### src/rtl/uart_pkg.sv
// Shared definitions for the parametrised UART receiver: parity modes,
// receiver state encoding and small helper functions.
package uart_pkg;

    localparam int PAR_NONE = 0;
    localparam int PAR_EVEN = 1;
    localparam int PAR_ODD  = 2;

    typedef enum logic [2:0] {
        IDLE     = 3'd0,
        START    = 3'd1,
        DATA     = 3'd2,
        PARITY   = 3'd3,
        STOP     = 3'd4,
        BRK_WAIT = 3'd5
    } rx_state_e;

    // Tick index of the centre sample inside one bit period.
    function automatic int mid_of(input int oversample);
        return oversample / 2 - 1;
    endfunction

    // Two-out-of-three majority.
    function automatic logic maj3(input logic a, input logic b, input logic c);
        return (a & b) | (a & c) | (b & c);
    endfunction

endpackage

### src/rtl/uart_rx_sampler.sv
// Front end of the UART receiver: two-flop synchroniser, falling-edge
// detector, oversampling tick counter and three-sample majority vote.
// bit_strobe pulses for one clk right after the MID+1 tick with the voted
// value on bit_val.
module uart_rx_sampler
    import uart_pkg::*;
#(
    parameter int OVERSAMPLE = 16
) (
    input  logic clk,
    input  logic reset,
    input  logic tick,
    input  logic rx,
    input  logic restart,
    output logic rx_line,
    output logic fall_edge,
    output logic bit_val,
    output logic bit_strobe
);

    localparam int MID = mid_of(OVERSAMPLE);
    localparam int CW  = $clog2(OVERSAMPLE);
    localparam logic [CW-1:0] CNT_LAST = CW'(OVERSAMPLE - 1);
    localparam logic [CW-1:0] CNT_LO   = CW'(MID - 1);
    localparam logic [CW-1:0] CNT_MID  = CW'(MID);
    localparam logic [CW-1:0] CNT_HI   = CW'(MID + 1);

    logic          rx_p0, rx_p1, rx_p2;
    logic [CW-1:0] cnt;
    logic          samp_lo, samp_mid;
    logic          vote_hit;

    assign rx_line   = rx_p1;
    assign fall_edge = rx_p2 & ~rx_p1;
    assign vote_hit  = tick && !restart && (cnt == CNT_HI);

    // Synchroniser (p0, p1) plus one history flop (p2) for edge detection.
    always_ff @(posedge clk or posedge reset) begin
        if (reset) begin
            rx_p0 <= 1'b1;
            rx_p1 <= 1'b1;
            rx_p2 <= 1'b1;
        end else begin
            rx_p0 <= rx;
            rx_p1 <= rx_p0;
            rx_p2 <= rx_p1;
        end
    end

    // Tick counter 0..OVERSAMPLE-1, realigned to a detected start edge.
    always_ff @(posedge clk or posedge reset) begin
        if (reset) begin
            cnt <= '0;
        end else if (restart) begin
            cnt <= '0;
        end else if (tick) begin
            cnt <= (cnt == CNT_LAST) ? '0 : cnt + 1'b1;
        end
    end

    // Strobe marks a fresh vote; it is control and is cleared by reset.
    always_ff @(posedge clk or posedge reset) begin
        if (reset) begin
            bit_strobe <= 1'b0;
        end else begin
            bit_strobe <= vote_hit;
        end
    end

    // Capture the three mid-bit samples and resolve the majority.
    always_ff @(posedge clk) begin
        if (tick && !restart) begin
            if (cnt == CNT_LO)  samp_lo  <= rx_p1;
            if (cnt == CNT_MID) samp_mid <= rx_p1;
        end
        if (vote_hit) begin
            bit_val <= maj3(samp_lo, samp_mid, rx_p1);
        end
    end

endmodule

### src/rtl/uart_rx_frame.sv
// Parametrised UART receiver with parity/framing/break status and a
// valid/ready output register that reports dropped frames via overrun.
// The frame state advances on each vote rather than at the bit-period
// wrap: the next vote cannot arrive before the next bit centre anyway, so
// the observable behaviour is the same and the commit lands one clk after
// the final stop vote.
module uart_rx_frame
    import uart_pkg::*;
#(
    parameter int DATA_BITS   = 8,
    parameter int OVERSAMPLE  = 16,
    parameter int PARITY_MODE = 0,
    parameter int STOP_BITS   = 1
) (
    input  logic                 clk,
    input  logic                 reset,
    input  logic                 tick,
    input  logic                 rx,
    output logic [DATA_BITS-1:0] rx_data,
    output logic                 rx_valid,
    input  logic                 rx_ready,
    output logic                 parity_err,
    output logic                 frame_err,
    output logic                 brk,
    output logic                 overrun
);

    localparam int BW = $clog2(DATA_BITS);
    localparam logic [BW-1:0] LAST_BIT = BW'(DATA_BITS - 1);

    rx_state_e state, state_nxt;

    logic                 rx_line, fall_edge, bit_val, bit_strobe;
    logic                 restart, commit;
    logic [BW-1:0]        bit_idx;
    logic                 stop_idx;
    logic                 last_data, last_stop;

    logic [DATA_BITS-1:0] data_sh;
    logic                 par_acc, par_err_q;
    logic                 zero_acc, stop_err_q, stop0_zero_q;
    logic                 stop0_zero_now, frame_brk, frame_ferr;

    function automatic logic parity_fail(input logic acc, input logic pbit);
        case (PARITY_MODE)
            PAR_EVEN: return acc ^ pbit;
            PAR_ODD:  return ~(acc ^ pbit);
            default:  return 1'b0;
        endcase
    endfunction

    uart_rx_sampler #(
        .OVERSAMPLE(OVERSAMPLE)
    ) u_sampler (
        .clk       (clk),
        .reset     (reset),
        .tick      (tick),
        .rx        (rx),
        .restart   (restart),
        .rx_line   (rx_line),
        .fall_edge (fall_edge),
        .bit_val   (bit_val),
        .bit_strobe(bit_strobe)
    );

    assign last_data      = (bit_idx == LAST_BIT);
    assign last_stop      = (STOP_BITS == 1) ? 1'b1 : stop_idx;
    assign stop0_zero_now = (stop_idx == 1'b0) ? ~bit_val : stop0_zero_q;
    assign frame_brk      = zero_acc & stop0_zero_now;
    assign frame_ferr     = stop_err_q | ~bit_val;

    // Next-state decode; restart realigns the sampler, commit loads the output.
    always_comb begin
        state_nxt = state;
        restart   = 1'b0;
        commit    = 1'b0;
        case (state)
            IDLE: begin
                if (fall_edge) begin
                    restart   = 1'b1;
                    state_nxt = START;
                end
            end
            START: begin
                if (bit_strobe) state_nxt = bit_val ? IDLE : DATA;
            end
            DATA: begin
                if (bit_strobe && last_data)
                    state_nxt = (PARITY_MODE != PAR_NONE) ? PARITY : STOP;
            end
            PARITY: begin
                if (bit_strobe) state_nxt = STOP;
            end
            STOP: begin
                if (bit_strobe && last_stop) begin
                    commit    = 1'b1;
                    state_nxt = frame_brk ? BRK_WAIT : IDLE;
                end
            end
            BRK_WAIT: begin
                if (rx_line) state_nxt = IDLE;
            end
            default: state_nxt = IDLE;
        endcase
    end

    // State register and per-frame bit/stop counters.
    always_ff @(posedge clk or posedge reset) begin
        if (reset) begin
            state    <= IDLE;
            bit_idx  <= '0;
            stop_idx <= 1'b0;
        end else begin
            state <= state_nxt;
            if (restart) begin
                bit_idx  <= '0;
                stop_idx <= 1'b0;
            end else if (bit_strobe) begin
                if (state == DATA) bit_idx  <= bit_idx + 1'b1;
                if (state == STOP) stop_idx <= 1'b1;
            end
        end
    end

    // Frame accumulators: payload shift, parity fold, break and stop tracking.
    always_ff @(posedge clk) begin
        if (restart) begin
            par_acc      <= 1'b0;
            par_err_q    <= 1'b0;
            zero_acc     <= 1'b1;
            stop_err_q   <= 1'b0;
            stop0_zero_q <= 1'b0;
        end else if (bit_strobe) begin
            case (state)
                DATA: begin
                    data_sh <= {bit_val, data_sh[DATA_BITS-1:1]};
                    par_acc <= par_acc ^ bit_val;
                    if (bit_val) zero_acc <= 1'b0;
                end
                PARITY: begin
                    par_err_q <= parity_fail(par_acc, bit_val);
                    if (bit_val) zero_acc <= 1'b0;
                end
                STOP: begin
                    if (!bit_val) stop_err_q <= 1'b1;
                    if (stop_idx == 1'b0) stop0_zero_q <= ~bit_val;
                end
                default: ;
            endcase
        end
    end

    // Output register with valid/ready handshake and overrun pulse.
    always_ff @(posedge clk or posedge reset) begin
        if (reset) begin
            rx_data    <= '0;
            rx_valid   <= 1'b0;
            parity_err <= 1'b0;
            frame_err  <= 1'b0;
            brk        <= 1'b0;
            overrun    <= 1'b0;
        end else begin
            overrun <= 1'b0;
            if (commit) begin
                if (!rx_valid || rx_ready) begin
                    rx_valid   <= 1'b1;
                    rx_data    <= data_sh;
                    parity_err <= par_err_q;
                    frame_err  <= frame_ferr;
                    brk        <= frame_brk;
                end else begin
                    overrun <= 1'b1;
                end
            end else if (rx_valid && rx_ready) begin
                rx_valid <= 1'b0;
            end
        end
    end

endmodule
### config.mk
export PLATFORM = sky130hd
export DESIGN_NAME = uart_rx_frame
export DESIGN_NICKNAME = d
export VERILOG_FILES = /design/src/rtl/uart_pkg.sv /design/src/rtl/uart_rx_sampler.sv /design/src/rtl/uart_rx_frame.sv
export SDC_FILE = /design/constraint.sdc
export NUM_CORES = 1
export LEC_CHECK = 0
export ABC_CLOCK_PERIOD_IN_PS = 2000
export CAP_MARGIN = 15
export CORE_ASPECT_RATIO = 1.2
export CORE_UTILIZATION = 30
export DETAILED_ROUTE_END_ITERATION = 12
export PLACE_DENSITY_LB_ADDON = 0.3
export SYNTH_ARGS = -nofsm -noshare
export SYNTH_HDL_FRONTEND = slang
export SYNTH_SLANG_ARGS = --single-unit
### constraint.sdc
create_clock -name clk -period 2 [get_ports clk]
set_clock_uncertainty 0.1 [all_clocks]
set_input_delay 0.4 -clock clk [delete_from_list [all_inputs] [get_ports clk]]
set_output_delay 0.4 -clock clk [all_outputs]
set_load 0.03 [all_outputs]
==> results of run 1 <==
## kinds of logic (layout without fill, tap and decap cells)
kind of cell,after synthesis,after routing,synth area share [%]
AO/OA/AOI/OAI,16,16,5.925
XOR/XNOR,2,2,1.012
adder cells (fa/ha/maj),6,6,4.191
buffers and inverters,12,32,3.830
flip-flops,41,41,61.78
multiplexers,12,12,9.538
other,1,1,0.2166
AND/OR/NAND/NOR,42,42,13.51
## state kept, by name (all words and copies together) (netlist names), 3 cells and up
name           count
bit_idx            3
data_sh            8
rx_data            8
state              3
u_sampler.cnt      4
## cell type report
cell class                 instances  share of cell area, %
clock inverter                     2                  1.702
sequential                        41                  51.98
clock buffer                       6                  3.526
multi-input combinational         79                  29.24
tap                               62                  3.769
timing repair buffer              19                  8.875
inverter                           5                 0.9119
## layer usage
layer | routed length [um] | up-vias | GRT usage [%]
met5 | 0 | - | 0
met4 | 47 | 0 | 3.818
met3 | 91 | 7 | 3.563
met2 | 1465 | 21 | 18.79
met1 | 1274 | 523 | 13.42
li1 | - | 495 | -
## metrics by stage
stage	setup slack, ns	total power, uW	area (um^2)
floorplan	0.4030	1221	1732
global placement	0.2504	1258	1951
detailed placement	0.2188	1285	1951
CTS	0.1557	1937	2058
global route	0.1049	2025	2058
finish	0.1718	1906	2058
## worst paths after layout
| check | endpoint | startpoint | cells past startpoint | slack [ns] |
|---|---|---|---|---|
| min in group asynchronous | bit_idx[2]$_DFFE_PP0P_ | reset | 3 | 0.37 |
| min reg2reg | u_sampler.rx_line$_DFF_PP1_ | u_sampler.rx_p0$_DFF_PP1_ | 0 | 0.26 |
| max | rx_data[6] | rx_data[6]$_DFFE_PP0P_ | 1 | 0.17 |
| min | u_sampler.rx_line$_DFF_PP1_ | u_sampler.rx_p0$_DFF_PP1_ | 0 | 0.26 |
| max reg2reg | u_sampler.bit_val$_DFFE_PP_ | u_sampler.rx_line$_DFF_PP1_ | 3 | 0.44 |
| max in group asynchronous | u_sampler.rx_p2$_DFF_PP1_ | reset | 3 | 1.11 |
## power breakdown
part / switching [uW] / total, uW / internal (uW)
combinational: 123 / 238 / 115
sequential: 97.3 / 1030 / 929
clock: 271 / 642 / 370
total: 492 / 1910 / 1410
## cells in the final DEF (no fill, tap or decap), drive strengths merged
master          n
nand3           6
clkinv          1
inv             5
nor2           12
nor4bb          2
o211ai          3
clkdlybuf4s50  16
xnor2           1
bufinv          1
mux2i           3
xor2            1
edfxtp         11
nand4bb         1
a21oi           4
nand4b          1
o2111ai         1
o21a            1
o221a           1
dfxtp           3
clkbuf          6
conb            1
ha              5
nor2b           1
mux2            9
nand2           7
and3b           1
dfrtp          24
nand2b          7
maj3            1
a21o            1
nand3b          1
o21ai           5
dfstp           3
and3            3
buf             3
==> metrics list, run 1 <==
- The flow ran to the end, but the final reports show violations.
- Violations in the final reports: DRC
* Total number of vias: 1046
- In this run the tool buffered the top-level ports with 16 buffer cells.
- After the first detailed-routing iteration, the DRC count stood at about 60.
* Netlist cell types: 35
- Starting density of the core: 32.03%
- After detailed routing, the number of vias per cell comes to 4.888.
- Slowest cell on the critical path: clkdlybuf4s50_1
- Warnings, synthesis: 0
- Clock latency on the worst-skew pair, taken at its later pin, is ~0.29 ns.
- Number of global-route vias before repair: 1099
- For this design the static power due to leakage is 0.0009309 uW.
- Clock tree buffer depth: 2
* Number of buffers inserted by hold repair at cts: 0
- Of the post-synthesis cell area, the dominant cell type holds between 30% and 40%.
- Class of the tightest hold or removal check: reg2reg
- Compared with the post-synthesis result, the final layout area differs by 18.86%.
* Type of destination of the critical path: output pin
- The critical path is of the reg2out type.
- Overall fraction of global-route tracks in use: around 11%
- Cell chosen for the clock root: clkbuf_8
- Placed wire-length estimate after detailed placement: 2.012 mm
- The synthesized design contains 11 enable-type register cells.
- Entering global routing, the biggest net connects 28 pins.
- Std-Cell Core Area: 5406 um^2
* Average cell area after synthesis: 13.12 um^2
* Number of detailed-routing iterations run before antenna repair: 8
- Post-synth design cell area: roughly 1700 um^2
- Yosys attributes the largest share of cell area to dfrtp_1 35%, edfxtp_1 19%, mux2_4 7.8%.
- The initial antenna violation count was 0.
- Of all flip-flops after synthesis, the portion carrying an async set or reset was about two thirds.
- The first global-routing pass estimated 5.264 mm of wire.
- Multi-input logic area: 601.8 um^2
* Number of setup buffers added after CTS: 0
- Count of nets left with antenna violations after detail routing: 0
- The floorplan step defined a die boundary enclosing 6081 um^2.
* Setup repair after global routing missed its margin: false
- Setup violations remaining at the end of the flow were counted as 0.
* TritonCTS clock tree: done
* Synth Flop Type: dfrtp_1
* Fin. max-slew vios: 0
- Top-Level Pins: 18
- Global routing finished with a remaining overflow of 0.
* Gate Count Post-Synth: 132
- # Max-Cap Violations: 0
* Die extent in y: about 85 um
* Final hold violation count: 0
* Gpl congestion: 0.7621
- Launching element type of the critical path: flop
* Cells along the critical path: clkdlybuf4s50_1
- Synthesis inferred approximately 40 register bits.
- Most common cell in the netlist: dfrtp_1
- Post-CTS repair changed the size of 0 cells.
- For the worst setup path, the data required time is 1.50 ns.
* Power per Cell Area: 926.0 nW/um^2
- Excluding fillers, the count of instances in the completed layout stands at 214.
- Clock-pin slew was measured on the worst setup and hold paths at 0.08 ns.
* Max Fanout on Critical Path: 2
- In the routed design, unresolved DRC markers number 3.
* Maximum operating frequency: about 550 MHz
- Shortest period the worst path allows: 1.828 ns
- H-tree level count: 2
* Ranking of synthesized cells by instance count: 24 x dfrtp_1, 12 x nor2_1, 11 x edfxtp_1
- CP arrival: 1.33 ns
* Portion of the post-synthesis area used by sequential elements: 61.78%
* Buffer and inverter count on the worst path: 1
- Ratio of cells with drive above 1 in the final layout: between 15 and 20%
- Antenna cells: 0
- Clock buffer count from CTS: 5
- Of the available clock period, the critical path in the final layout requires 91.41%.
- Adding up every negative setup slack in the final design gives 0 ns.
* Post-Place Cells: ~210
* Die span in x: 71.36 um
- DRT Wirelength: 2.879 mm
* Worst hold slack: 0.2565 ns
- Filler instances: approximately 510
* Largest area contributor in the netlist: dfrtp_1
* Count of clock tree sinks: 41
- The floorplan has 29 rows.
* Maximum single-stage delay on the critical path: 0.67 ns
- Dividing the detail-routed wire length by the instance count gives 13.45 um.
- Final Core Density: a little under two fifths
* Top cell family by delay on the critical path: buffers and inverters
* Synthesized net count: 142
- Net count of the finished layout: 161
- Summing all flip-flop and latch instances after layout gives roughly 1100 um^2.
* Peak ir drop on the vdd network: ~0.67 mV
(Power assumes the default switching activity.)
==> inputs of run 2 (changes only) <==
--- a/config.mk
+++ b/config.mk
@@ -5,12 +5,14 @@
 export SDC_FILE = /design/constraint.sdc
 export NUM_CORES = 1
 export LEC_CHECK = 0
+export ABC_AREA = 1
 export ABC_CLOCK_PERIOD_IN_PS = 2000
 export CAP_MARGIN = 15
 export CORE_ASPECT_RATIO = 1.2
 export CORE_UTILIZATION = 30
 export DETAILED_ROUTE_END_ITERATION = 12
 export PLACE_DENSITY_LB_ADDON = 0.3
+export SLEW_MARGIN = 30
 export SYNTH_ARGS = -nofsm -noshare
 export SYNTH_HDL_FRONTEND = slang
 export SYNTH_SLANG_ARGS = --single-unit
==> run 2 against run 1 <==
Effect of this change: the flow now finishes without violations; sequential share of layout area shrank 1.7 points; setup slack lost 0.011 ns; synthesized cell count grew 39%; critical path depth is the same; wire length grew 2.4%; synthesized area grew 2.1%; combinational power grew to 2.5 times the previous value; total power grew 21%; via count grew 13%; largest cell class unchanged.
==> metrics list, run 2 <==
- Together, buffers and inverters on the worst path number 1.
* Netlist cell types: 25
- Dividing the detail-routed via count by the number of cells gives 4.129.
- The tightest min-delay check is of the reg2reg type.
- Post-synthesis register bit count: slightly above 40
- Peak ir drop on the vdd network: 0.3657 mV
- 0 antenna diodes ended up in the layout.
- After clock tree synthesis, the setup repair step added 0 buffers.
* Number of rows created at floorplan: 30
- Per report_power, the sequential group accounts for 46.0% of the total.
* Most common cell in the netlist: nand2_1
* Worst hold slack: 0.2576 ns
* Ratio of cells with drive above 1 in the final layout: 11.59%
- DRT Wirelength: 2.947 mm
- Critical path data required time: 1.50 ns
* Overall fraction of global-route tracks in use: 10.90%
- Count of clock tree sinks: 41
* Ratio of final minimum period to clock period: between 90% and 100%
- Summing every instance area after synthesis gives 1768 um^2.
* TritonCTS clock tree: done
- Clock tree synthesis selected as its root buffer the cell clkbuf_8.
- Clock tree synthesis inserted a total of 5 buffers.
- 18 I/O pins were placed.
* Final hold violation count: 0
- Setup violations remaining at the end of the flow were counted as 0.
- CP arrival: 1.34 ns
- Across the run, the number of max-cap violations was 0.
- The largest registers in the layout are data_sh x8, rx_data x8, u_sampler.cnt x4.
- The first detailed-routing pass took 4 iterations.
- Walking the worst path, the cells encountered are clkdlybuf4s50_1.
- In the synthesized netlist, the number of instances is between 150 and 200.
- Launching element type of the critical path: flop
- Outcome: finished clean
- In this run the remaining antenna-violating nets after routing total 0.
- Power per Cell Area: 1083 nW/um^2
* DIE AREA: around 6200 um^2
- Number of antenna violations at the first check in global routing: 0
* Die extent in y: about 86 um
- The worst setup path is captured at an output pin.
- Post-Place Cells: between 200 and 300
- Number of buffers inserted by hold repair at cts: 0
- Port buffering added 16 buffers.
- Detailed-route DRC error count: 0
- DRT iter0 DRCs: 48
* Number of gates resized after CTS: 0
* Average cell area after synthesis: 9.608 um^2
- The clock passes through at most 2 buffers.
* Synth top area share: 33.97%
- Static Leak: roughly 0.0010 uW
- The clock reaches the later pin of the worst-skew pair after 0.29 ns.
* H-tree level count: 2
* Maximum single-stage delay on the critical path: 0.68 ns
- The number of nets handed over by synthesis was 194.
* Commonest non-fill, non-tap cell in the layout: nand2_1
- Once detailed placement completed, the half-perimeter wirelength came to 2.153 mm.
- Std-Cell Core Area: 5668 um^2
- Largest area contributor in the netlist: dfrtp_1
- Final-layout setup total negative slack: 0 ns
- Portion of the post-synthesis area used by sequential elements: about three fifths
- For the finished layout, the period the worst path requires is 1.839 ns.
- Excluding fillers, the count of instances in the completed layout stands at 287.
* Maximum operating frequency: 543.8 MHz
- Number of global-route vias before repair: 1174
- Residual overflow from global routing: 0
* Slowest cell on the critical path: clkdlybuf4s50_1
- Clk pwr share: approximately 28%
- Max Fanout on Critical Path: 2
- Among all flip-flop cells after synthesis, the most frequent one is dfrtp_1.
- Clock-pin slew was measured on the worst setup and hold paths at 0.08 ns.
- Warnings, synthesis: 0
- Summed over all nets, the switching power comes to 744.1 uW.
* Total number of vias: approximately 1200
- Setup repair after global routing missed its margin: false
* Switching share of total power: between 30% and 40%
* Starting density of the core: between 30% and 40%
* Combinational power share: 25.9%
- Power Internal: 1560 uW
- From synthesis to final layout, the design area changed by 20.31%.
- In the final design database the tool counted ~220 nets.
* Top cell family by delay on the critical path: buffers and inverters
* WS Path Type: reg2out
- In the synthesized netlist, the cells that appear most often are 63 x nand2_1, 24 x dfrtp_1, 18 x inv_1.
- In the synthesized netlist the async set-or-reset flop fraction comes to 65.85%.
- Fin. max-slew vios: 0
- Gpl congestion: just under 0.8
- For this run, the share of the core covered by cells in the final layout is roughly 38%.
- Main area contributors after synthesis: dfrtp_1 34%, edfxtp_1 19%, nand2_1 13%
- Die span in x: 72.08 um
* Wire length of the first global-routing pass: around 5.2 mm
- After detailed routing, the average wire length per cell comes to about 10 um.
* EDFF count, synth: 11
- Pin count of the biggest net entering global routing: 28
- The library cells used most frequently in the layout, excluding fill and tap cells, are 63 x nand2_1, 24 x dfrtp_1, 18 x inv_1.
-- run 2: path summary, 6_finish.rpt --
check                                            start                     endpoint  slack [ns]  cells after the start
max in group asynchronous                        reset  u_sampler.rx_line$_DFF_PP1_        1.11                      3
setup reg to reg           u_sampler.rx_line$_DFF_PP1_  u_sampler.bit_val$_DFFE_PP_        0.34                      6
setup / recovery                       brk$_DFFE_PP0P_                          brk        0.16                      1
min in group asynchronous                        reset       rx_data[2]$_DFFE_PP0P_        0.38                      3
hold / removal               u_sampler.rx_p0$_DFF_PP1_  u_sampler.rx_line$_DFF_PP1_        0.26                      0
hold reg to reg              u_sampler.rx_p0$_DFF_PP1_  u_sampler.rx_line$_DFF_PP1_        0.26                      0
-- run 2: metrics by stage --
stage | setup WS [ns] | area (um^2) | total power (uW)
finish | 0.1610 | 2127 | 2304
CTS | 0.1335 | 2127 | 2342
detailed placement | 0.2853 | 2017 | 1685
global route | 0.09945 | 2127 | 2469
global placement | 0.3081 | 2017 | 1680
floorplan | 0.5351 | 1768 | 1508
-- run 2: kinds of logic after synthesis --
family                   synth area share, %
flip-flops                             60.51
buffers and inverters                  5.520
XOR/XNOR                              0.9910
adder cells (fa/ha/maj)                4.105
other                                 0.2121
AND/OR/NAND/NOR                        24.27
AO/OA/AOI/OAI                          4.388
-- run 2: per-layer routing --
metal  part of all wire (%)  global-route usage, %
met2                     49                  18.61
met5                      0                      0
met3                    3.2                  3.290
met4                    1.5                  4.100
met1                     46                  12.77
-- run 2: area by class of cell --
class                           instances  area (um^2)
Fill cell                             562         3541
Sequential cell                        41         1070
Multi-Input combinational cell        120        600.6
Timing Repair Buffer                   17        167.7
Tap cell                               80        100.1
Inverter                               21        78.83
Clock buffer                            5        68.82
Clock inverter                          3        41.29
-- run 2: power groups by stage --
| stage | Clock, uW | Sequential, uW | Combinational (uW) |
|---|---|---|---|
| floorplan | 0 | 1130 | 382 |
| global placement | 0 | 1080 | 603 |
| detailed placement | 0 | 1080 | 606 |
| CTS | 673 | 1060 | 608 |
| global route | 706 | 1070 | 688 |
| finish | 648 | 1060 | 596 |
